File: src/rtl/fetch_unit.sv
`default_nettype none
// ============================================================================
// Module   : fetch_unit
// Purpose  : Instruction-fetch front end. Issues pipelined requests to a
//            variable-latency instruction memory, buffers in-order responses
//            in a prefetch FIFO and hands {instruction, PC} pairs to decode
//            over a valid/ready handshake. Redirects flush the buffer and
//            discard stale in-flight responses.
// Ports    : CLK, RESET (sync, active high)
//            I_REQ/I_ADDR/I_GNT             - memory request channel
//            I_RVALID/I_RDATA               - in-order memory responses
//            REDIRECT/REDIRECT_ADDR         - flush and restart fetch
//            INSTR_VALID/INSTR/INSTR_PC/
//            INSTR_MISALIGNED/INSTR_READY   - decode handshake
// Revision : 1.0 - initial release
// ============================================================================
module fetch_unit #(
    parameter logic [31:0] BOOT_ADDRESS    = 32'h0000_0000,
    parameter int          FIFO_DEPTH      = 4,
    parameter int          MAX_OUTSTANDING = 2
) (
    input  logic        CLK,
    input  logic        RESET,
    output logic        I_REQ,
    output logic [31:0] I_ADDR,
    input  logic        I_GNT,
    input  logic        I_RVALID,
    input  logic [31:0] I_RDATA,
    input  logic        REDIRECT,
    input  logic [31:0] REDIRECT_ADDR,
    output logic        INSTR_VALID,
    output logic [31:0] INSTR,
    output logic [31:0] INSTR_PC,
    output logic        INSTR_MISALIGNED,
    input  logic        INSTR_READY
);

    localparam int          CW         = $clog2(FIFO_DEPTH + 1);
    localparam int          DW         = $clog2(MAX_OUTSTANDING * 2 + 1);
    localparam int          AW         = $clog2(FIFO_DEPTH);
    localparam logic [31:0] NOP_INSTR  = 32'h0000_0013;
    localparam logic [CW-1:0] MAX_OUT_C  = CW'(MAX_OUTSTANDING);
    localparam logic [CW-1:0] DEPTH_CW   = CW'(FIFO_DEPTH);
    localparam logic [CW:0]   DEPTH_C    = (CW + 1)'(FIFO_DEPTH);
    localparam logic [DW-1:0] DISC_MAX   = {DW{1'b1}};
    localparam logic [31:0]   DISC_MAX32 = 32'(DISC_MAX);

    // Architectural state
    logic [31:0]   pc_q, pc_d;            // next address to request
    logic [31:0]   resp_pc_q, resp_pc_d;  // PC of the next response to keep
    logic [AW-1:0] rd_ptr_q, rd_ptr_d;
    logic [AW-1:0] wr_ptr_q, wr_ptr_d;
    logic [CW-1:0] count_q, count_d;
    logic [CW-1:0] outst_q, outst_d;
    logic [DW-1:0] discard_q, discard_d;
    logic          halted_q, halted_d;

    // Prefetch storage (data only, validity is carried by count_q)
    logic [31:0]   fifo_instr_q [FIFO_DEPTH];
    logic [31:0]   fifo_pc_q    [FIFO_DEPTH];
    logic          fifo_mis_q   [FIFO_DEPTH];

    logic          wr_en;
    logic [AW-1:0] wr_idx;
    logic [31:0]   wr_instr;
    logic [31:0]   wr_pc;
    logic          wr_mis;

    logic          grant;
    logic          accept_resp;
    logic          drop_resp;
    logic          pop;
    logic [CW:0]   credit_used;
    logic [31:0]   disc_sum;
    logic          disc_sat;

    // Requests are throttled by both the outstanding limit and by FIFO
    // credit: every accepted request owns a slot, so a push never overflows.
    assign credit_used = {1'b0, count_q} + {1'b0, outst_q};
    assign I_REQ       = ~halted_q & ~REDIRECT & (outst_q < MAX_OUT_C)
                       & (credit_used < DEPTH_C);
    assign I_ADDR      = pc_q;

    assign grant       = I_REQ & I_GNT;
    assign drop_resp   = I_RVALID & (discard_q != '0);
    assign accept_resp = I_RVALID & (discard_q == '0);

    assign INSTR_VALID      = (count_q != '0);
    assign INSTR            = INSTR_VALID ? fifo_instr_q[rd_ptr_q] : 32'h0;
    assign INSTR_PC         = INSTR_VALID ? fifo_pc_q[rd_ptr_q]    : 32'h0;
    assign INSTR_MISALIGNED = INSTR_VALID ? fifo_mis_q[rd_ptr_q]   : 1'b0;
    assign pop              = INSTR_VALID & INSTR_READY;

    always_comb begin
        pc_d      = pc_q;
        resp_pc_d = resp_pc_q;
        rd_ptr_d  = rd_ptr_q;
        wr_ptr_d  = wr_ptr_q;
        count_d   = count_q;
        outst_d   = outst_q;
        discard_d = discard_q;
        halted_d  = halted_q;
        wr_en     = 1'b0;
        wr_idx    = wr_ptr_q;
        wr_instr  = I_RDATA;
        wr_pc     = resp_pc_q;
        wr_mis    = 1'b0;
        disc_sum  = 32'(discard_q) + 32'(outst_q);
        disc_sat  = 1'b0;

        if (REDIRECT) begin
            // Everything still in flight becomes stale; a response landing in
            // this very cycle is one of them and is simply not pushed.
            if (I_RVALID && (disc_sum != 32'd0)) begin
                disc_sum = disc_sum - 32'd1;
            end
            if (disc_sum > DISC_MAX32) begin
                discard_d = DISC_MAX;
                disc_sat  = 1'b1;
            end else begin
                discard_d = disc_sum[DW-1:0];
            end
            pc_d      = REDIRECT_ADDR;
            resp_pc_d = REDIRECT_ADDR;
            outst_d   = '0;
            rd_ptr_d  = '0;
            if (REDIRECT_ADDR[1:0] != 2'b00) begin
                // Fault entry travels down the pipe like an instruction so
                // decode raises the trap in order.
                halted_d = 1'b1;
                wr_en    = 1'b1;
                wr_idx   = '0;
                wr_instr = NOP_INSTR;
                wr_pc    = REDIRECT_ADDR;
                wr_mis   = 1'b1;
                wr_ptr_d = AW'(1);
                count_d  = CW'(1);
            end else begin
                halted_d = 1'b0;
                wr_ptr_d = '0;
                count_d  = '0;
            end
        end else begin
            if (grant) begin
                pc_d = pc_q + 32'd4;
            end
            outst_d = outst_q + CW'(grant) - CW'(accept_resp);
            if (drop_resp) begin
                discard_d = discard_q - DW'(1);
            end
            if (accept_resp) begin
                wr_en     = 1'b1;
                wr_ptr_d  = wr_ptr_q + AW'(1);
                resp_pc_d = resp_pc_q + 32'd4;
            end
            if (pop) begin
                rd_ptr_d = rd_ptr_q + AW'(1);
            end
            count_d = count_q + CW'(accept_resp) - CW'(pop);
        end
    end

    always_ff @(posedge CLK) begin
        if (RESET) begin
            pc_q      <= BOOT_ADDRESS;
            resp_pc_q <= BOOT_ADDRESS;
            rd_ptr_q  <= '0;
            wr_ptr_q  <= '0;
            count_q   <= '0;
            outst_q   <= '0;
            discard_q <= '0;
            halted_q  <= 1'b0;
        end else begin
            pc_q      <= pc_d;
            resp_pc_q <= resp_pc_d;
            rd_ptr_q  <= rd_ptr_d;
            wr_ptr_q  <= wr_ptr_d;
            count_q   <= count_d;
            outst_q   <= outst_d;
            discard_q <= discard_d;
            halted_q  <= halted_d;
        end
    end

    // Entry contents need no reset: outputs are gated by count_q.
    always_ff @(posedge CLK) begin
        if (wr_en) begin
            fifo_instr_q[wr_idx] <= wr_instr;
            fifo_pc_q[wr_idx]    <= wr_pc;
            fifo_mis_q[wr_idx]   <= wr_mis;
        end
    end

    always_ff @(posedge CLK) begin
        if (!RESET) begin
            assert (!(wr_en && !REDIRECT && (count_q == DEPTH_CW) && !pop))
                else $error("fetch_unit: push into full prefetch buffer");
            assert (!(REDIRECT && disc_sat))
                else $error("fetch_unit: discard counter saturated");
        end
    end

endmodule
`default_nettype wire

File: config.mk
export PLATFORM = sky130hd
export DESIGN_NAME = fetch_unit
export DESIGN_NICKNAME = d
export VERILOG_FILES = /design/src/rtl/fetch_unit.sv
export SDC_FILE = /design/constraint.sdc
export NUM_CORES = 1
export LEC_CHECK = 0
export ABC_AREA = 1
export CAP_MARGIN = 20
export CORE_MARGIN = 4
export CORE_UTILIZATION = 40
export CTS_CLUSTER_SIZE = 14
export DETAILED_ROUTE_END_ITERATION = 8
export PLACE_DENSITY = 0.62
export SETUP_SLACK_MARGIN = 0.05
export SLEW_MARGIN = 20
export SYNTH_ARGS = -nofsm -noshare
export SYNTH_HDL_FRONTEND = slang
export SYNTH_SLANG_ARGS = --single-unit
File: constraint.sdc
create_clock -name CLK -period 9.8 [get_ports CLK]
set_clock_uncertainty 0.1 [all_clocks]
set_input_delay 1.47 -clock CLK [delete_from_list [all_inputs] [get_ports CLK]]
set_output_delay 1.47 -clock CLK [all_outputs]
set_load 0.05 [all_outputs]
==> summary.txt, run 1 <==
Status
  – Status: completed

Pwr
  – Worst IR Drop VDD: 0.000115 V
  – PD cells: 206 nW/um^2
  – Leakage: ~7.0 nW

Synthesis
  – Yosys Warn Count: 0
  – Sequential cell area fraction in the yosys report: 0.591
  – Syn Nets: ~1.8k
  – Cell taking the most area after synthesis: edfxtp_1
  – Avg Cell Area, Syn: 9.05 sq um
  – Compound-Gate Fraction of Synth Area: 0.123
  – Seq cells post-synth: 340
  – Share of the synthesized area in the top cell type: 0.491
  – Mux share of post-synthesis cell area: 0
  – Mapped cell area: about 16000 sq um
  – Cells after synthesis: between 1.5k and 2k
  – Synth Area in Simple Gates: 0.204
  – Post-Synth XOR/XNOR Area: 0.00826
  – Area contributors post-synth: edfxtp_1 49%, dfxtp_1 10%, nor2_1 9.2%
  – Post-Synth Adder-Cell Area: 0.0164
  – Main combinational cell family by area after synthesis: simple AND/OR/NAND/NOR gates
  – Cell variety after synth: 40

Detailed routing
  – Routed len/inst: between 15 and 20 um
  – Residual DRC count: 0
  – Post-DRT Antenna Nets: 0
  – Drt first pass iters: 5
  – DR vias: between 10k and 15k
  – Final WL: 42700 um
  – Max layer used: met4
  – DRT met1 WL: 19600 um
  – DR vias/cell: 5.14
  – Met2 Wirelength: 19700 um
  – Met3 WL post-DR: 2550 um
  – Initial DRC Count: ~920

Die
  – Die ar.: between 40000 and 50000 sq um
  – Die Span Y: 207 um
  – Die width: between 200 and 250 um
  – Core Box Area: roughly 40000 sq um
  – Row count: 72
  – Initial core utilization: 0.408
  – I/O Pins: 169

Place
  – Port Buf Inserts: 168
  – GPL Wtd Cong: 0.920
  – DP Worst Slack: 4980 ps
  – Dpl hpwl: 26800 um

Clock tree
  – CTS Hold Buffers Added: 0
  – Later-pin clock latency in the skew report: 520 ps
  – Clk buf depth: 3
  – Clk slew on worst S/H paths: 60 ps
  – CTS buffer count: 37
  – Root Driver: clkbuf_16
  – Setup Fix Bufs, Post-CTS: 0
  – Cts repair resizes: 0
  – CTS tree: done
  – CTS H-tree depth: 2
  – Clock sinks: 340

Critical path
  – CP required: 8230 ps
  – WS Path Type: reg2out
  – CP max FO: 70
  – Critical path capture point type: output port
  – Startpoint class of the critical path: flip-flop
  – CP Data Arrival Time: ~3700 ps

STA
  – Fmax achieved: about 0.19 GHz
  – Max Slew Vio Count: 0
  – Slew margin rel.: 0.299
  – Final worst setup slack: 4490 ps
  – Final Setup Violations: 0
  – Fin crit period: approximately 5300 ps
  – Worst-Margin Slew: roughly 1100 ps
  – Final hold violation count: 0
  – Crit share post-route: 0.542
  – Sum of negative setup slack: 0 ps
  – RSZ-0062 raised after global routing: no

Finish
  – Fraction of layout cells with a size suffix above 1: 0.0598
  – Final #Nets: a little under 2k
  – # diodes: 0
  – Fillers: around 3.6k
  – Layout area overhead: 20.5%

Global route
  – Grt ovf: 0
  – First-pass GRT wire length: between 60000 and 70000 um
  – Largest net degree at the start of global routing: a little under 90
  – GRT Overall Usage: 0.189
  – Initial antenna violation count: 0
  – Vias in the first global route: around 12k

Run
  – Max-cap violations: 0

Min path
  – Hold WC Path Type: reg2reg
## registers in the layout (all words and copies together) (netlist names), named ones only
signal and flops:
fifo_instr_q 128, fifo_pc_q 128, I_ADDR 32, resp_pc_q 32
fifo_mis_q 4, count_q 3, discard_q 3, outst_q 3
rd_ptr_q 2, wr_ptr_q 2, halted_q 1
## cells in the mapped netlist (all sizes together)
library cell,number
xnor2,2
nor2,406
inv,139
nand3b,6
o21ai,198
edfxtp,260
and3,1
xor2,13
ha,16
o31ai,3
nand2,281
buf,42
nor4,1
o211ai,4
o21bai,3
o22ai,24
dfxtp,80
or2,5
a31oi,14
a21oi,127
clkinv,1
fa,3
nand3,60
nor3,12
clkbuf,44
o21a,1
nand4,13
## cell type report
class / instances / area (sq um) / area share
Sequential cell: 340 / 9410 / 0.491
Multi-Input combinational cell: 1193 / 5620 / 0.293
Timing Repair Buffer: 185 / 1800 / 0.0941
Clock buffer: 45 / 977 / 0.0510
Tap cell: 518 / 648 / 0.0338
Inverter: 140 / 526 / 0.0274
Clock inverter: 20 / 179 / 0.00933
## routing by layer
| layer | up-vias | global-route usage |
|---|---|---|
| li1 | 6200 | - |
| met1 | 5878 | 0.267 |
| met2 | 411 | 0.311 |
| met3 | 50 | 0.0302 |
| met4 | 0 | 0.0420 |
| met5 | - | 0 |
## cells in the final DEF, fill, tap and decap left out, types with 2 or more instances in the layout
cell type / n
nand3_1: 57
a21oi_1: 127
edfxtp_1: 260
dfxtp_1: 78
o31ai_1: 2
or2_2: 5
inv_1: 133
o22ai_1: 24
fa_1: 3
nand2_4: 4
clkinv_2: 3
nand4_1: 12
clkbuf_1: 7
clkinv_1: 9
inv_2: 6
a31oi_1: 14
o21ai_0: 188
o211ai_1: 4
nor3_2: 3
clkbuf_16: 38
nand2_1: 274
clkinvlp_4: 2
nor2_4: 5
nor2_2: 11
nor3_1: 8
ha_1: 16
o21bai_1: 3
buf_4: 17
xnor2_1: 2
bufinv_16: 2
clkdlybuf4s50_1: 167
nand2_2: 3
nor2_1: 390
nand3b_1: 6
xor2_1: 13
o21ai_1: 9
nand3_2: 3
## cell families after synthesis
| logic type | Yosys count |
|---|---|
| flip-flops | 340 |
| AND/OR/NAND/NOR | 785 |
| buffers and inverters | 226 |
| AO/OA/AOI/OAI | 374 |
| adder cells (fa/ha/maj) | 19 |
| XOR/XNOR | 15 |
## report_power, final
group          total, W  leakage [nW]  internal (W)  switching [W]
Combinational  0.000931          3.40      0.000281       0.000650
Sequential      0.00169          3.08       0.00163      0.0000534
Clock           0.00133         0.555      0.000768       0.000558
Total           0.00394          7.04       0.00268        0.00126
## per-stage QoR
| step | std cells | hold WS [ps] | power (W) | utilization | area [sq um] |
|---|---|---|---|---|---|
| after floorplan | 1759 | 336 | 0.00233 | - | 15900 |
| after global placement | 2376 | 348 | 0.00264 | 0.462 | 18000 |
| after detailed placement | 2376 | 353 | 0.00265 | 0.462 | 18000 |
| after CTS | 2441 | 365 | 0.00398 | 0.491 | 19200 |
| after global routing | 2441 | 392 | 0.00412 | 0.491 | 19200 |
| final | 2441 | 363 | 0.00394 | 0.491 | 19200 |
## final timing paths
check / to / cells past startpoint / slack, ps / start
max reg2reg: count_q[2]$_SDFF_PP0_ / 12 / 6770 / count_q[0]$_SDFF_PP0_
min: resp_pc_q[0]$_SDFFE_PP0P_ / 2 / 360 / resp_pc_q[0]$_SDFFE_PP0P_
max: INSTR[5] / 5 / 4490 / flip-flop
min reg2reg: resp_pc_q[0]$_SDFFE_PP0P_ / 2 / 360 / resp_pc_q[0]$_SDFFE_PP0P_
## critical path: stages, from the launching register on
cell             delay [ps]
dfxtp_4                 490
inv_2                   740
buf_4                   660
o21ai_0                 240
a21oi_1                 210
clkdlybuf4s50_1         840
No activity file was read; power rests on OpenSTA's default activity.
==> run 2, diff against run 1 <==
Clock period 9.8 ns to 5.3 ns, I/O delays scaled along.
==> run 2 against run 1 <==
Effect of this change: first-iteration DRC count up 5.3%; critical path type unchanged; die area is the same; hold slack is essentially flat; global-route usage rose by 0.59 points; sequential power up 85%; non-clock buffer count up 1; final cell count grew 0.12%; sequential share of layout area shrank 0.24 points.
==> summary.txt, run 2 (same netlist as run 1, synthesis figures left out) <==
Status
  – Status: completed

Clock tree
  – Clk buf depth: 3 (unchanged)
  – CTS tree: done
  – Cts repair resizes: 0 (unchanged)
  – CTS Hold Buffers Added: 0 (unchanged)
  – Setup Fix Bufs, Post-CTS: 0 (unchanged)
  – CTS buffer count: 37 (unchanged)
  – Later-pin clock latency in the skew report: 510 ps (about the same)
  – Root Driver: clkbuf_16
  – CTS H-tree depth: 2 (unchanged)
  – Clock sinks: 340 (unchanged)
  – Clk slew on worst S/H paths: 60 ps (about the same)

Place
  – DP Worst Slack: 1720 ps (-3260 ps)
  – GPL Wtd Cong: 0.915 (-0.54%)
  – Dpl hpwl: 27900 um (+4.2%)
  – Port Buf Inserts: 168 (unchanged)

Min path
  – Hold WC Path Type: reg2reg
  – Worst hold path depth: 2 (unchanged)
  – WHS Endpoint: resp_pc_q[1]$_SDFFE_PP0P_
  – Hold_sp: resp_pc_q[1]$_SDFFE_PP0P_

Pwr
  – Clk pwr share: 0.338 (+0.002)
  – PD cells: 381 nW/um^2 (+85%)
  – Total power: 0.00734 W (+86%)
  – Sw Ratio: 0.321 (+0.00153)
  – P_sw: 0.00236 W (+87%)
  – Leakage: 7.09 nW (+0.70%)
  – Comb power frac: 0.237 (about the same)
  – Sequential power share: 0.425 (-0.003)
  – Worst IR Drop VDD: 0.000187 V (+62%)
  – Int Power: 0.00498 W (+86%)

Global route
  – Initial antenna violation count: 0 (unchanged)
  – Grt ovf: 0 (unchanged)
  – GRT Overall Usage: 0.195 (+0.00587)
  – Vias in the first global route: 12.2k (+1.4%)
  – First-pass GRT wire length: 68400 um (+2.5%)
  – Largest net degree at the start of global routing: 105 (+18%)

Detailed routing
  – DR vias: 12.6k (+0.56%)
  – Drt first pass iters: 5 (unchanged)
  – Final WL: 43800 um (+2.5%)
  – Routed len/inst: 17.9 um (+2.4%)
  – Residual DRC count: 0 (unchanged)
  – DR vias/cell: 5.16 (+0.43%)
  – Initial DRC Count: 965 (+5.3%)
  – Post-DRT Antenna Nets: 0 (unchanged)

Critical path
  – Critical path capture point type: output port
  – Worst r2r dst: count_q[2]$_SDFF_PP0_
  – Startpoint class of the critical path: flip-flop
  – CP Data Arrival Time: 3140 ps (-600 ps)
  – Worst R2R Start: count_q[0]$_SDFF_PP0_
  – WS Path Type: reg2out
  – CP max FO: 32 (-54%)
  – R2R Setup Slk: 2220 ps (-4550 ps)
  – CP required: 4410 ps (-3820 ps)
  – FF-to-FF path depth: 12 (unchanged)

STA
  – Final worst setup slack: 1260 ps (-3230 ps)
  – Sum of negative setup slack: 0 ps (unchanged)
  – Worst-Margin Slew: 1050 ps (-1.33 ps)
  – Max Slew Vio Count: 0 (unchanged)
  – Crit share post-route: 0.762
  – Final hold violation count: 0 (unchanged)
  – Fin crit period: 4040 ps
  – Fmax achieved: around 0.25 GHz
  – Final Setup Violations: 0 (unchanged)
  – Slew margin rel.: 0.298 (-0.00130)
  – RSZ-0062 raised after global routing: no

Die
  – Die Span Y: 207 um (unchanged)
  – I/O Pins: 169 (unchanged)
  – Row count: 72 (unchanged)
  – Die ar.: 43000 sq um (unchanged)
  – Core Box Area: 39000 sq um (unchanged)
  – Initial core utilization: 0.408 (unchanged)
  – Die width: 207 um (unchanged)

Run
  – Max-cap violations: 0 (unchanged)

Finish
  – Layout area overhead: 21.1%
  – Final #Nets: 1987 (+0.050%)
  – Fraction of layout cells with a size suffix above 1: 0.0639 (+0.00406)
  – Area occupied by multi-input gates: 5640 sq um (+0.38%)
  – Sequential cell area: 9410 sq um (unchanged)
  – Commonest non-fill, non-tap cell in the layout: nor2_1
  – Fillers: 3618 (-0.55%)
  – Biggest regs: fifo_instr_q: 128 flops, fifo_pc_q: 128 flops
  – # diodes: 0 (unchanged)
  – Most frequent cells in the layout: 390 x nor2_1, 274 x nand2_1, 260 x edfxtp_1
## run 2: power groups by stage
stage               Clock (W)  Combinational (W)  Sequential, W
floorplan                   0            0.00109        0.00322
global placement            0            0.00173        0.00317
detailed placement          0            0.00175        0.00317
CTS                   0.00253            0.00176        0.00312
global route          0.00263            0.00188        0.00313
finish                0.00248            0.00174        0.00312
## run 2: area by class of cell
class / count / share of cell area
clock inverters: 26 / 0.0114
repair buffers: 186 / 0.0973
well taps: 518 / 0.0336
clock buffers: 41 / 0.0488
multi-input cells: 1193 / 0.293
inverters: 140 / 0.0273
flip-flops and latches: 340 / 0.489
## run 2: worst max-delay path by stage
stage | end | depth (start not counted) | startpoint | slack [ps]
finish | INSTR_PC[31] | 5 | flip-flop | 1260
global route | INSTR_PC[5] | 5 | flip-flop | 1030
CTS | INSTR_PC[31] | 5 | flip-flop | 1200
detailed placement | fifo_pc_q[1][13]$_DFFE_PP_ | 7 | REDIRECT_ADDR[0] | 1720
global placement | fifo_pc_q[1][13]$_DFFE_PP_ | 7 | REDIRECT_ADDR[0] | 1740
floorplan | fifo_instr_q[0][0]$_DFFE_PP_ | 6 | I_RVALID | 390
## run 2: critical path: stages (launching register included)
cell	delay [ps]
dfxtp_4	450
inv_2	460
buf_4	400
o21ai_0	150
a21oi_1	290
clkdlybuf4s50_1	870
## run 2: stage by stage
| step | utilization | hold slack, ps | std cells | instance area, sq um |
|---|---|---|---|---|
| after floorplan | - | 336 | 1759 | 15900 |
| after global placement | 0.464 | 350 | 2377 | 18100 |
| after detailed placement | 0.464 | 354 | 2377 | 18100 |
| after CTS | 0.494 | 363 | 2444 | 19300 |
| after global routing | 0.494 | 385 | 2444 | 19300 |
| final | 0.494 | 362 | 2444 | 19300 |
## run 2: layer usage
metal,part of all wire,GRT usage,vias to the layer above
li1,-,-,6203
met1,0.46,0.279,5960
met2,0.45,0.310,393
met3,0.068,0.0346,53
met4,0.024,0.0522,0
met5,0,0,-
==> run 3, diff against run 2 <==
Settings changed: PLACE_DENSITY 0.62 to 0.64.
Clock period 5.3 ns to 3.4 ns, I/O delays scaled along.
==> run 3 against run 2 <==
Effect of this change: register-to-register slack lost 1300 ps; global-route usage rose by 0.84 points; largest power group unchanged; hold slack got worse by 49 ps; via count rose by 0.74%; first-iteration DRC count rose by 6.2%; clock power up 55%; critical endpoint is now INSTR_PC[10]; non-clock buffer count up 12; setup slack got worse by 980 ps; final cell count grew 0.33%; count of clock-buffer cells in the layout grew 5; combinational power is 83% higher; sequential power grew 56%.
==> summary.txt, run 3 (same netlist as run 1, synthesis figures left out) <==
Die
  – Die width: 207 um (unchanged)
  – I/O Pins: 169 (unchanged)
  – Core Box Area: 39000 sq um (unchanged)
  – Die Span Y: 207 um (unchanged)
  – Row count: 72 (unchanged)
  – Initial core utilization: 0.408 (unchanged)
  – Die ar.: 43000 sq um (unchanged)

Clock tree
  – Root Driver: clkbuf_16
  – Clock sinks: 340 (unchanged)
  – CTS Hold Buffers Added: 0 (unchanged)
  – CTS H-tree depth: 2 (unchanged)
  – Clk buf depth: 3 (unchanged)
  – Later-pin clock latency in the skew report: 510 ps (about the same)
  – CTS tree: done
  – Clk slew on worst S/H paths: 60 ps (about the same)
  – CTS buffer count: 37 (unchanged)

Detailed routing
  – Drt first pass iters: 7 (+2)
  – DR vias/cell: 5.18 (+0.41%)
  – Post-DRT Antenna Nets: 0 (unchanged)
  – Residual DRC count: 0 (unchanged)
  – Final WL: 44700 um (+2.1%)
  – Routed len/inst: 18.2 um (+1.8%)
  – Initial DRC Count: 1025 (+6.2%)
  – DR vias: 12.7k (+0.74%)

STA
  – Final Setup Violations: 0 (unchanged)
  – Crit share post-route: 0.918
  – Slew margin rel.: 0.407 (+0.109)
  – Worst-Margin Slew: 890 ps (-161 ps)
  – Fmax achieved: 0.320 GHz
  – Final hold violation count: 0 (unchanged)
  – RSZ-0062 raised after global routing: no
  – Max Slew Vio Count: 0 (unchanged)
  – Sum of negative setup slack: 0 ps (unchanged)
  – Fin crit period: about 3100 ps

Critical path
  – WS Path Type: reg2out
  – FF-to-FF path depth: 10 (-2)
  – Critical path capture point type: output port
  – Crit-path max cell delay: 730 ps (-140 ps)
  – Startpoint class of the critical path: flip-flop
  – Slowest CP cell: dfxtp_4
  – CP required: 2790 ps (-1620 ps)
  – Worst R2R Start: discard_q[1]$_SDFFE_PP0P_
  – R2R Setup Slk: 930 ps (-1290 ps)
  – Worst r2r dst: outst_q[2]$_SDFF_PP0_
  – Critical-path cell list: buf_4, nor2_1, nor2_1, o21ai_0, a21oi_1, buf_12
  – Crit path top cell by count: nor2_1
  – CP Data Arrival Time: 2510 ps (-630 ps)
  – CP max FO: 53 (+66%)
  – CP endpoint: INSTR_PC[10]

Global route
  – Vias in the first global route: 12.7k (+3.7%)
  – Grt ovf: 0 (unchanged)
  – First-pass GRT wire length: 70800 um (+3.5%)
  – GRT Overall Usage: 0.204 (+0.00838)
  – Largest net degree at the start of global routing: 103 (-1.9%)
  – Initial antenna violation count: 1 (+1)

Place
  – GPL Wtd Cong: 0.929 (+1.6%)
  – Dpl hpwl: 29600 um (+5.9%)
  – DP Area: 18900 sq um (+4.3%)
  – Port Buf Inserts: 168 (unchanged)

Finish
  – Post-route cell area: 20000 sq um (+4.0%)
  – Commonest non-fill, non-tap cell in the layout: nor2_1
  – Layout area overhead: 25.9%
  – Final #Nets: 1999 (+0.60%)
  – Biggest regs: fifo_instr_q: 128 flops, fifo_pc_q: 128 flops
  – Fraction of layout cells with a size suffix above 1: 0.0993 (+0.0354)
  – Fin util: 0.514 (+0.0197)
  – # diodes: 0 (unchanged)
  – Most frequent cells in the layout: 390 x nor2_1, 274 x nand2_1, 260 x edfxtp_1

Min path
  – Hold WC Path Type: in2reg
  – Worst hold path depth: 3 (+1)

Status
  – Status: completed

Pwr
  – Leakage: 7.47 nW (+5.4%)
  – PD cells: 595 nW/um^2 (+56%)
  – Worst IR Drop VDD: 0.000316 V (+69%)

Run
  – Max-cap violations: 0 (unchanged)
[run 3: cell count changes in the layout (fill, tap and decap cells not counted), sizes merged]
cell | previous run | this run
buf | 19 | 96
bufinv | 3 | 4
clkbuf | 41 | 46
clkinvlp | 3 | 1
clkdlybuf4s50 | 167 | 102
clkinv | 18 | 10
[run 3: repair_timing]
item / 4_1_cts / 5_1_grt
endpoints found under the setup margin: 0 / 19
gates resized for setup: 0 / 1
buffers inserted: 0 / 0
[run 3: worst max-delay path, delay by kind of cell (launching register included)]
| family | cells | cell delay, ps |
|---|---|---|
| AOI/OAI and AO/OA | 2 | 470 |
| buffers and inverters | 2 | 620 |
| DFF | 1 | 730 |
| and+or+nand+nor | 2 | 170 |
[run 3: power by group]
part	internal (W)	switching [W]
logic	0.00121	0.00199
clock network	0.00231	0.00154
registers	0.00471	0.000166
[run 3: cell type report]
| type | count | area, sq um |
|---|---|---|
| tap | 518 | 648 |
| clock inverter | 17 | 195 |
| inverter | 140 | 528 |
| fill | 3546 | 19000 |
| multi-input combinational | 1193 | 5650 |
| clock buffer | 46 | 960 |
| timing repair buffer | 198 | 2640 |
| sequential | 340 | 9410 |
[run 3: worst min path at each step]
stage	from	endpoint
floorplan	rd_ptr_q[1]$_SDFFE_PP0P_	flip-flop
global placement	rd_ptr_q[1]$_SDFFE_PP0P_	flip-flop
detailed placement	rd_ptr_q[1]$_SDFFE_PP0P_	flip-flop
CTS	REDIRECT	resp_pc_q[24]$_SDFFE_PP0N_
global route	REDIRECT	resp_pc_q[24]$_SDFFE_PP0N_
finish	REDIRECT	resp_pc_q[24]$_SDFFE_PP0N_
[run 3: per-layer routing]
| metal | global-route usage | vias to the layer above | share of wire |
|---|---|---|---|
| li1 | - | 6220 | - |
| met1 | 0.281 | 5918 | 0.44 |
| met3 | 0.0410 | 80 | 0.075 |
| met4 | 0.0549 | 2 | 0.026 |
| met2 | 0.330 | 482 | 0.46 |
| met5 | 0 | - | 0.00016 |
[run 3: metrics by stage]
stage / hold WS, ps / setup WS (ps) / instances / power, W
floorplan: 336 / -131 / 1759 / 0.00673
global placement: 343 / 562 / 2389 / 0.00813
detailed placement: 357 / 488 / 2389 / 0.00817
CTS: 284 / 179 / 2452 / 0.0120
global route: 308 / 59.6 / 2452 / 0.0124
finish: 313 / 279 / 2452 / 0.0119
